`config.mk`:
```
export PLATFORM = sky130hd
export DESIGN_NAME = reg_file_rename
export DESIGN_NICKNAME = d
export VERILOG_FILES = /design/src/rtl/reg_file_rename.sv
export SDC_FILE = /design/constraint.sdc
export NUM_CORES = 2
export LEC_CHECK = 0
export CAP_MARGIN = 25
export CORE_AREA = 2 2 388 390
export CTS_BUF_LIST = sky130_fd_sc_hd__clkbuf_4 sky130_fd_sc_hd__clkbuf_8
export DETAILED_ROUTE_END_ITERATION = 10
export DIE_AREA = 0 0 390 392
export DONT_BUFFER_PORTS = 1
export SLEW_MARGIN = 30
export SYNTH_ARGS = -nofsm -noshare
export SYNTH_HDL_FRONTEND = slang
export SYNTH_SLANG_ARGS = --single-unit
```
`constraint.sdc`:
```
create_clock -name clk -period 3.9 [get_ports clk]
set_input_delay 0.195 -clock clk [delete_from_list [all_inputs] [get_ports clk]]
set_output_delay 0.195 -clock clk [all_outputs]
set_load 0.01 [all_outputs]
```
`src/rtl/reg_file_rename.sv`:
```
// Architectural register file with per-register ROB rename tags.
// Commit writes values, dispatch renames destinations, flush drops all pending tags.
module reg_file_rename #(
    parameter int unsigned XLEN    = 32,
    parameter int unsigned REG_NUM = 32,
    parameter int unsigned TAG_W   = 5
) (
    input  logic                       clk,
    input  logic                       rst,
    input  logic                       rdy,
    input  logic                       flush,
    input  logic                       commit_valid,
    input  logic [$clog2(REG_NUM)-1:0] commit_rd,
    input  logic [XLEN-1:0]            commit_res,
    input  logic [TAG_W-1:0]           commit_dependency,
    input  logic                       rename_valid,
    input  logic [$clog2(REG_NUM)-1:0] rename_rd,
    input  logic [TAG_W-1:0]           rename_tag,
    input  logic [$clog2(REG_NUM)-1:0] rs1_addr,
    input  logic [$clog2(REG_NUM)-1:0] rs2_addr,
    output logic                       rs1_busy,
    output logic [TAG_W-1:0]           rs1_tag,
    output logic [XLEN-1:0]            rs1_value,
    output logic                       rs2_busy,
    output logic [TAG_W-1:0]           rs2_tag,
    output logic [XLEN-1:0]            rs2_value
);

    localparam int unsigned AW = $clog2(REG_NUM);

    logic [XLEN-1:0]    value_q [REG_NUM];
    logic [XLEN-1:0]    value_d [REG_NUM];
    logic [TAG_W-1:0]   tag_q   [REG_NUM];
    logic [TAG_W-1:0]   tag_d   [REG_NUM];
    logic [REG_NUM-1:0] busy_q;
    logic [REG_NUM-1:0] busy_d;

    logic               commit_en;
    logic               rename_en;

    assign commit_en = commit_valid && (commit_rd != '0);
    assign rename_en = rename_valid && (rename_rd != '0) && !flush;

    // Next state: commit first, then rename/flush override busy and tag.
    always_comb begin
        value_d = value_q;
        tag_d   = tag_q;
        busy_d  = busy_q;
        if (commit_en) begin
            value_d[commit_rd] = commit_res;
            if (tag_q[commit_rd] == commit_dependency) begin
                busy_d[commit_rd] = 1'b0;
                tag_d[commit_rd]  = '0;
            end
        end
        if (flush) begin
            busy_d = '0;
            for (int i = 0; i < int'(REG_NUM); i++) begin
                tag_d[i] = '0;
            end
        end else if (rename_en) begin
            busy_d[rename_rd] = 1'b1;
            tag_d[rename_rd]  = rename_tag;
        end
    end

    always_ff @(posedge clk) begin
        if (rst) begin
            busy_q <= '0;
            for (int i = 0; i < int'(REG_NUM); i++) begin
                value_q[i] <= '0;
                tag_q[i]   <= '0;
            end
        end else if (rdy) begin
            busy_q  <= busy_d;
            value_q <= value_d;
            tag_q   <= tag_d;
        end
    end

    // Read ports with commit bypass; a same-cycle rename is deliberately not visible.
    logic [AW-1:0]    rd_addr  [2];
    logic             rd_busy  [2];
    logic [TAG_W-1:0] rd_tag   [2];
    logic [XLEN-1:0]  rd_value [2];

    assign rd_addr[0] = rs1_addr;
    assign rd_addr[1] = rs2_addr;

    always_comb begin
        for (int p = 0; p < 2; p++) begin
            rd_busy[p]  = 1'b0;
            rd_tag[p]   = '0;
            rd_value[p] = '0;
            if (rd_addr[p] != '0) begin
                if (commit_valid && (commit_rd == rd_addr[p]) && busy_q[rd_addr[p]]
                    && (tag_q[rd_addr[p]] == commit_dependency)) begin
                    rd_value[p] = commit_res;
                end else begin
                    rd_busy[p]  = busy_q[rd_addr[p]];
                    rd_tag[p]   = busy_q[rd_addr[p]] ? tag_q[rd_addr[p]] : '0;
                    rd_value[p] = value_q[rd_addr[p]];
                end
            end
        end
    end

    assign rs1_busy  = rd_busy[0];
    assign rs1_tag   = rd_tag[0];
    assign rs1_value = rd_value[0];
    assign rs2_busy  = rd_busy[1];
    assign rs2_tag   = rd_tag[1];
    assign rs2_value = rd_value[1];

endmodule

```
---- Word-level counts from Yosys, hierarchy flattened ----
Cells that the tools add are included.
storage, ports and cells
  logic and storage cells ................. 163
  output and inout port bits .............. 76
  register bits ........................... 1,216
operators by class
  order comparisons ....................... 12
  equal/unequal tests ..................... 5
  bitwise gates (word level) .............. 9
  reductions and logical operators ........ 19
  mux-type cells .......................... 53
operators with widths
  operator                                                           count
  bitwise mux 1024 bit                                               1
  2-to-1 mux 160 bit                                                 4
  2-to-1 mux 32 bit                                                  13
  binary-select mux 32 bit (select 5 bit)                            2
  AND 160 bit                                                        1
  bitwise mux 160 bit                                                1
  demux 32 bit (select 5 bit)                                        1
  inverter 160 bit                                                   1
  binary-select mux 5 bit (select 5 bit)                             3
  2-to-1 mux 5 bit                                                   14
  demux 5 bit (select 5 bit)                                         2
  AND 32 bit                                                         1
  inverter 32 bit                                                    1
  OR 32 bit                                                          1
  equality test 5 bit                                                5
  greater-or-equal comparator 6 bit, second input constant           4
  < comparator 5 x 6 -> 1 bit, second input constant                 4
  inverter 5 -> 6 bit                                                4
  nonzero test 5 bit                                                 4
  logical AND 1 bit                                                  13
  < comparator 6 x 1 -> 1 bit, second input constant                 2
  binary-select mux 1 bit (select 5 bit)                             2
  demux 1 bit (select 5 bit)                                         2
  greater-or-equal comparator 5 x 1 -> 1 bit, second input constant  2
  3 further kinds                                                    10

---- Logic depth before layout (Yosys ltp) ----
  word-level depth ........................ 12
  gate-level depth with buffers ........... 14
  gate-level depth less buffers ........... 7

---- Worst setup path after synthesis ----
OpenSTA, ideal clock, no wires.
  path kind ............................... in2out
  start point ............................. input port rs1_addr[0]
  end point ............................... output port rs1_value[0]
  path buffers ............................ 6
  required time ........................... 3.705 ns
  arrival time ............................ 2.773 ns
  path slack .............................. 0.932 ns
  stages on the path ...................... 10
  path through ............................ buf_4 -> buf_4 -> buf_6 -> buf_4 -> buf_2 -> buf_2 -> mux4_2 -> mux4_2 -> o211ai_1 -> mux2i_1
between the ends
  cells in the longest elaborated chain, start to end .. 8
  elaborated cells between the ends (all ways) .. 17
  classes of those cells .................. eq/ne (2); mux (10); bitwise (1); reduce/logical (4)
RTL lines
  what                                                  line     text
  from (decl)                                           19       input logic [$clog2(REG_NUM)-1:0] rs1_addr,
  inverter 5 -> 6 bit (implied by the code)             97, 102
  binary-select mux 5 bit (select 5 bit)                97       && (tag_q[rd_addr[p]] == commit_dependency)) begin
  2-to-1 mux 5 bit (implied by the code) (2 in series)  97
  equality test 5 bit                                   97
  logical AND 1 bit                                     97
  2-to-1 mux 32 bit                                     96       if (commit_valid && (commit_rd == rd_addr[p]) && busy_q[rd_addr[p]]
  2-to-1 mux 32 bit *                                   95       if (rd_addr[p] != '0) begin
  to (decl)                                             23       output logic [XLEN-1:0] rs1_value,
Every way passes the cells marked *; elsewhere a longest branch is shown, timed or not. The select of a mux whose other input is x is not followed.

---- Worst setup path after layout ----
  start point ............................. register tag_q[4] (netlist name)
  end point ............................... output port rs2_value[21]
between the ends
  cells in the longest elaborated chain, start to end .. 7
RTL lines
  what                                                  line  text
  from (decl)                                           33    logic [TAG_W-1:0] tag_q [REG_NUM];
  from (signal assigned)                                77    tag_q <= tag_d;
  binary-select mux 5 bit (select 5 bit)                97
  2-to-1 mux 5 bit (implied by the code) (2 in series)  97
  equality test 5 bit                                   97
  logical AND 1 bit                                     97
  2-to-1 mux 32 bit                                     96
  2-to-1 mux 32 bit                                     95
  to (decl)                                             26    output logic [XLEN-1:0] rs2_value
Every way passes these cells. The select of a mux whose other input is x is not followed.

==> impl_results.md <==
* Outcome: finished with violations
* Failing checks: negative hold slack, negative setup slack
* Highest Clock Rate at 244 MHz
* CTS Root Cell: clkbuf_8
* Worst R2R Setup Slack at 0.40 ns
* Crit path cell chain: mux4_2, a22o_4, a211oi_4, nor3_1, nand4b_1, a2111oi_4, buf_12, buf_16, mux2i_4
* Ys async rst share at 0%
* TritonCTS clock tree: done
* Hold Slack at -0.00661 ns
* Critical path class: reg -> out
* Total power at 0.0273 W
* Initial Util at 44.8%
* Initial drt markers at 9599
* Final wirelength at 291000 microns
* Final net count at 8374
* Core ar. at 149000 sq um
* Num CTS Buffers at 204
* Final Hold Viols at 3
* H-tree lvl count at 4
* Leakage power at 30.1 nW
* Worst Hold Class: in -> reg
* Synthesized cell area at 66700 sq um
* Final Cycle Share at 105%
* FP Rows at 142
* Max-slew violations at 0
* VDD IR max at 0.000365 V
* Max-Cap Viols at 0
* Mean post-synth cell area at 8.67 sq um
* # clock sinks at 1216
* Unrepaired setup endpoints after global routing: yes
* Final RePlAce weighted congestion at 0.959
* Slew HR at 28.8%
* Worst-path fanout max at 8
* Die X at 390 microns
* Seq/Total Area, Yosys at 36.5%
* Fin crit period at 4.10 ns
* # DRC at 0
* Die H at 392 microns
* Yosys cell types at 73
* Largest stage delay, worst path at 0.47 ns
* Final TNS setup at -5.53 ns
* Pre-CTS setup slack at 0.341 ns
* Final setup viols at 61
* Bufs on Longest Clock Path at 3
* Cell Pwr Density at 327 nW/um^2
* Largest net degree at the start of global routing at 842
* Worst Slack Setup Final at -0.198 ns
* Post-DRT Antenna Nets at 0
* Via-to-Cell Ratio at 6.39
* Congestion Overflow GR at 0
* TritonRoute pass-1 iters at 9
* Number of flops mapped to enable cells by yosys at 0
* Detailed placement HPWL at 149000 microns
* Vias in the first global route at 64.3k
* Seq cells post-synth at 1216
* First-pass GRT wire length at 422000 microns
* Kind of end point of the critical path: output pin
* Die footprint at 153000 sq um
* Worst-skew pair later-pin latency at 0.97 ns
* Main synth FF type: dfxtp_1
* Area Growth Syn to Fin at 25.1%
* Mapped Cells at 7687
* Post-DR wirelength/cell at 27.9 microns
* Worst-Margin Slew at 1.07 ns
* Worst path bufs/invs at 2
* Fillers at 13.0k
* Skew final at 0.0401 ns
* PortBufs at 0
* Post-Syn Nets at 7755
* Worst EP arrival at 3.90 ns
* Share of layout cells above drive strength 1 at 17.4%
* Yosys warnings at 0
* CP delay by family, top: compound AO/OA/AOI/OAI gates
* Clock slew at reported path FFs at 0.06 ns
* GRT Overall Usage at 37.0%
* Startpoint Class: flip-flop
* CP required at 3.70 ns
* I/O pin cnt at 144
* Slowest stage cell, crit path: mux4_2
* Initial antenna violation count at 17
* Via count at 66.5k
==> sequential cells by signal, summed over array words and instances, names as in the netlist <==
| name | flops |
|---|---|
| tag_q | 160 |
| value_q | 1024 |
| busy_q | 32 |
==> layer usage <==
metal / vias up / share of wire (%) / global-route usage [%]
li1: 28300 / - / -
met1: 32300 / 37 / 46.6
met2: 4712 / 43 / 55.3
met3: 1210 / 13 / 10.3
met4: 14 / 7.3 / 24.7
met5: - / 0.035 / 0
==> cell families after synthesis <==
group	share of synthesized area, %
simple gates	17.7
compound gates	14.9
flops	36.5
mux	25.4
buf+inv	5.38
xor+xnor	0.169
==> power breakdown <==
part           internal (W)  switching, W
Sequential           0.0125     0.0000330
Combinational      0.000893       0.00161
Clock               0.00664       0.00566
Total                0.0200       0.00730
==> worst register-to-register path, cell delays in order (launching register included) <==
cell,delay [ns]
dfxtp_1,0.37
mux4_2,0.48
a22o_1,0.28
a221oi_1,0.33
a31oi_1,0.13
nand4b_4,0.27
buf_12,0.23
buf_4,0.21
o41ai_1,0.37
a21oi_1,0.11
dlygate4sd3_1,0.58
==> cell usage after synthesis (4+ instances only) <==
library cell | instances | area share, %
inv_1 | 8 | 0.045
a22o_1 | 8 | 0.11
o41ai_1 | 31 | 0.41
a221o_1 | 12 | 0.18
xor2_1 | 8 | 0.11
buf_6 | 18 | 0.30
o21ai_1 | 13 | 0.098
or3_1 | 6 | 0.056
buf_8 | 4 | 0.090
buf_2 | 88 | 0.66
buf_4 | 47 | 0.53
nand2_1 | 2420 | 14
nand4_1 | 4 | 0.038
clkbuf_1 | 580 | 3.3
o22ai_1 | 18 | 0.17
o21ai_0 | 218 | 1.6
a211oi_1 | 18 | 0.20
nand3_1 | 79 | 0.59
o221ai_1 | 9 | 0.12
clkbuf_2 | 28 | 0.21
and3_1 | 7 | 0.066
mux4_2 | 586 | 20
a22oi_1 | 68 | 0.77
nor2_1 | 251 | 1.4
and2_1 | 15 | 0.14
or3b_2 | 9 | 0.12
buf_1 | 38 | 0.21
o41ai_4 | 10 | 0.41
or2_2 | 6 | 0.056
nor2b_1 | 70 | 0.66
o41ai_2 | 7 | 0.17
nor3_1 | 21 | 0.16
a21oi_1 | 1240 | 9.3
nor4_1 | 8 | 0.075
nand2b_1 | 18 | 0.17
mux2_2 | 38 | 0.64
nor4_4 | 6 | 0.19
o2111ai_1 | 11 | 0.14
o211ai_1 | 42 | 0.47
mux2i_1 | 329 | 4.9
a221oi_1 | 27 | 0.35
nor3b_1 | 4 | 0.045
dfxtp_1 | 1216 | 37
==> per-stage QoR <==
step / instance area, sq um / util, % / std cells / hold WS, ns
finish: 83400 / 56.0 / 10400 / -0.00661
global route: 83400 / 56.0 / 10400 / 0.0413
CTS: 82900 / 55.6 / 10400 / 0.00295
detailed placement: 67600 / 45.4 / 9033 / 0.341
global placement: 67600 / 45.4 / 9032 / 0.335
floorplan: 66700 / - / 7687 / 0.443
==> final timing paths <==
kind,from,endpoint,cells after the start
max reg2reg,tag_q[127],busy_q[3],10
min,commit_dependency[0],tag_q[113],4
min reg2reg,value_q[422],value_q[422],2
max,tag_q[4],rs2_value[21],9
==> timing repair <==
action | CTS | global route
resized for setup | 111 | 25
hold endpoints to repair | 1216 | 226
cloned | 5 | 3
hold buffers | 973 | 3
pin swaps | 14 | 6
setup buffers | 18 | 1
endpoints found under the setup margin | 71 | 81
==> layout make-up <==
cell class | instances | area [sq um] | area share, %
diodes | 11 | 27.5 | 0.0330
clock buffers | 332 | 4040 | 4.84
clock inverters | 27 | 233 | 0.279
inverters | 8 | 35.0 | 0.0420
multi-input cells | 5658 | 39700 | 47.6
flip-flops and latches | 1216 | 24400 | 29.2
well taps | 1944 | 2430 | 2.92
repair buffers | 1218 | 12600 | 15.1
==> placed cells by master, fill, tap and decap left out, types with 15 or more instances in the layout <==
master and instances:
o41ai_1 31, dfxtp_2 22, clkbuf_4 85, a221oi_1 21, o211ai_1 42, nand2_2 31, nand2_1 2389, nor2_1 220
nand2b_1 16, clkbuf_8 247, nand3_1 78, a211oi_1 15, o21ai_0 217, mux2i_1 305, mux4_2 586, dfxtp_1 1194
buf_16 20, nor2b_1 69, a21oi_1 1235, mux2i_4 21, o22ai_1 16, mux2_2 35, buf_4 200, a22oi_1 67
nor2_4 30, buf_12 48, dlygate4sd3_1 940
Note: power is estimated with default switching activity, not from simulation.
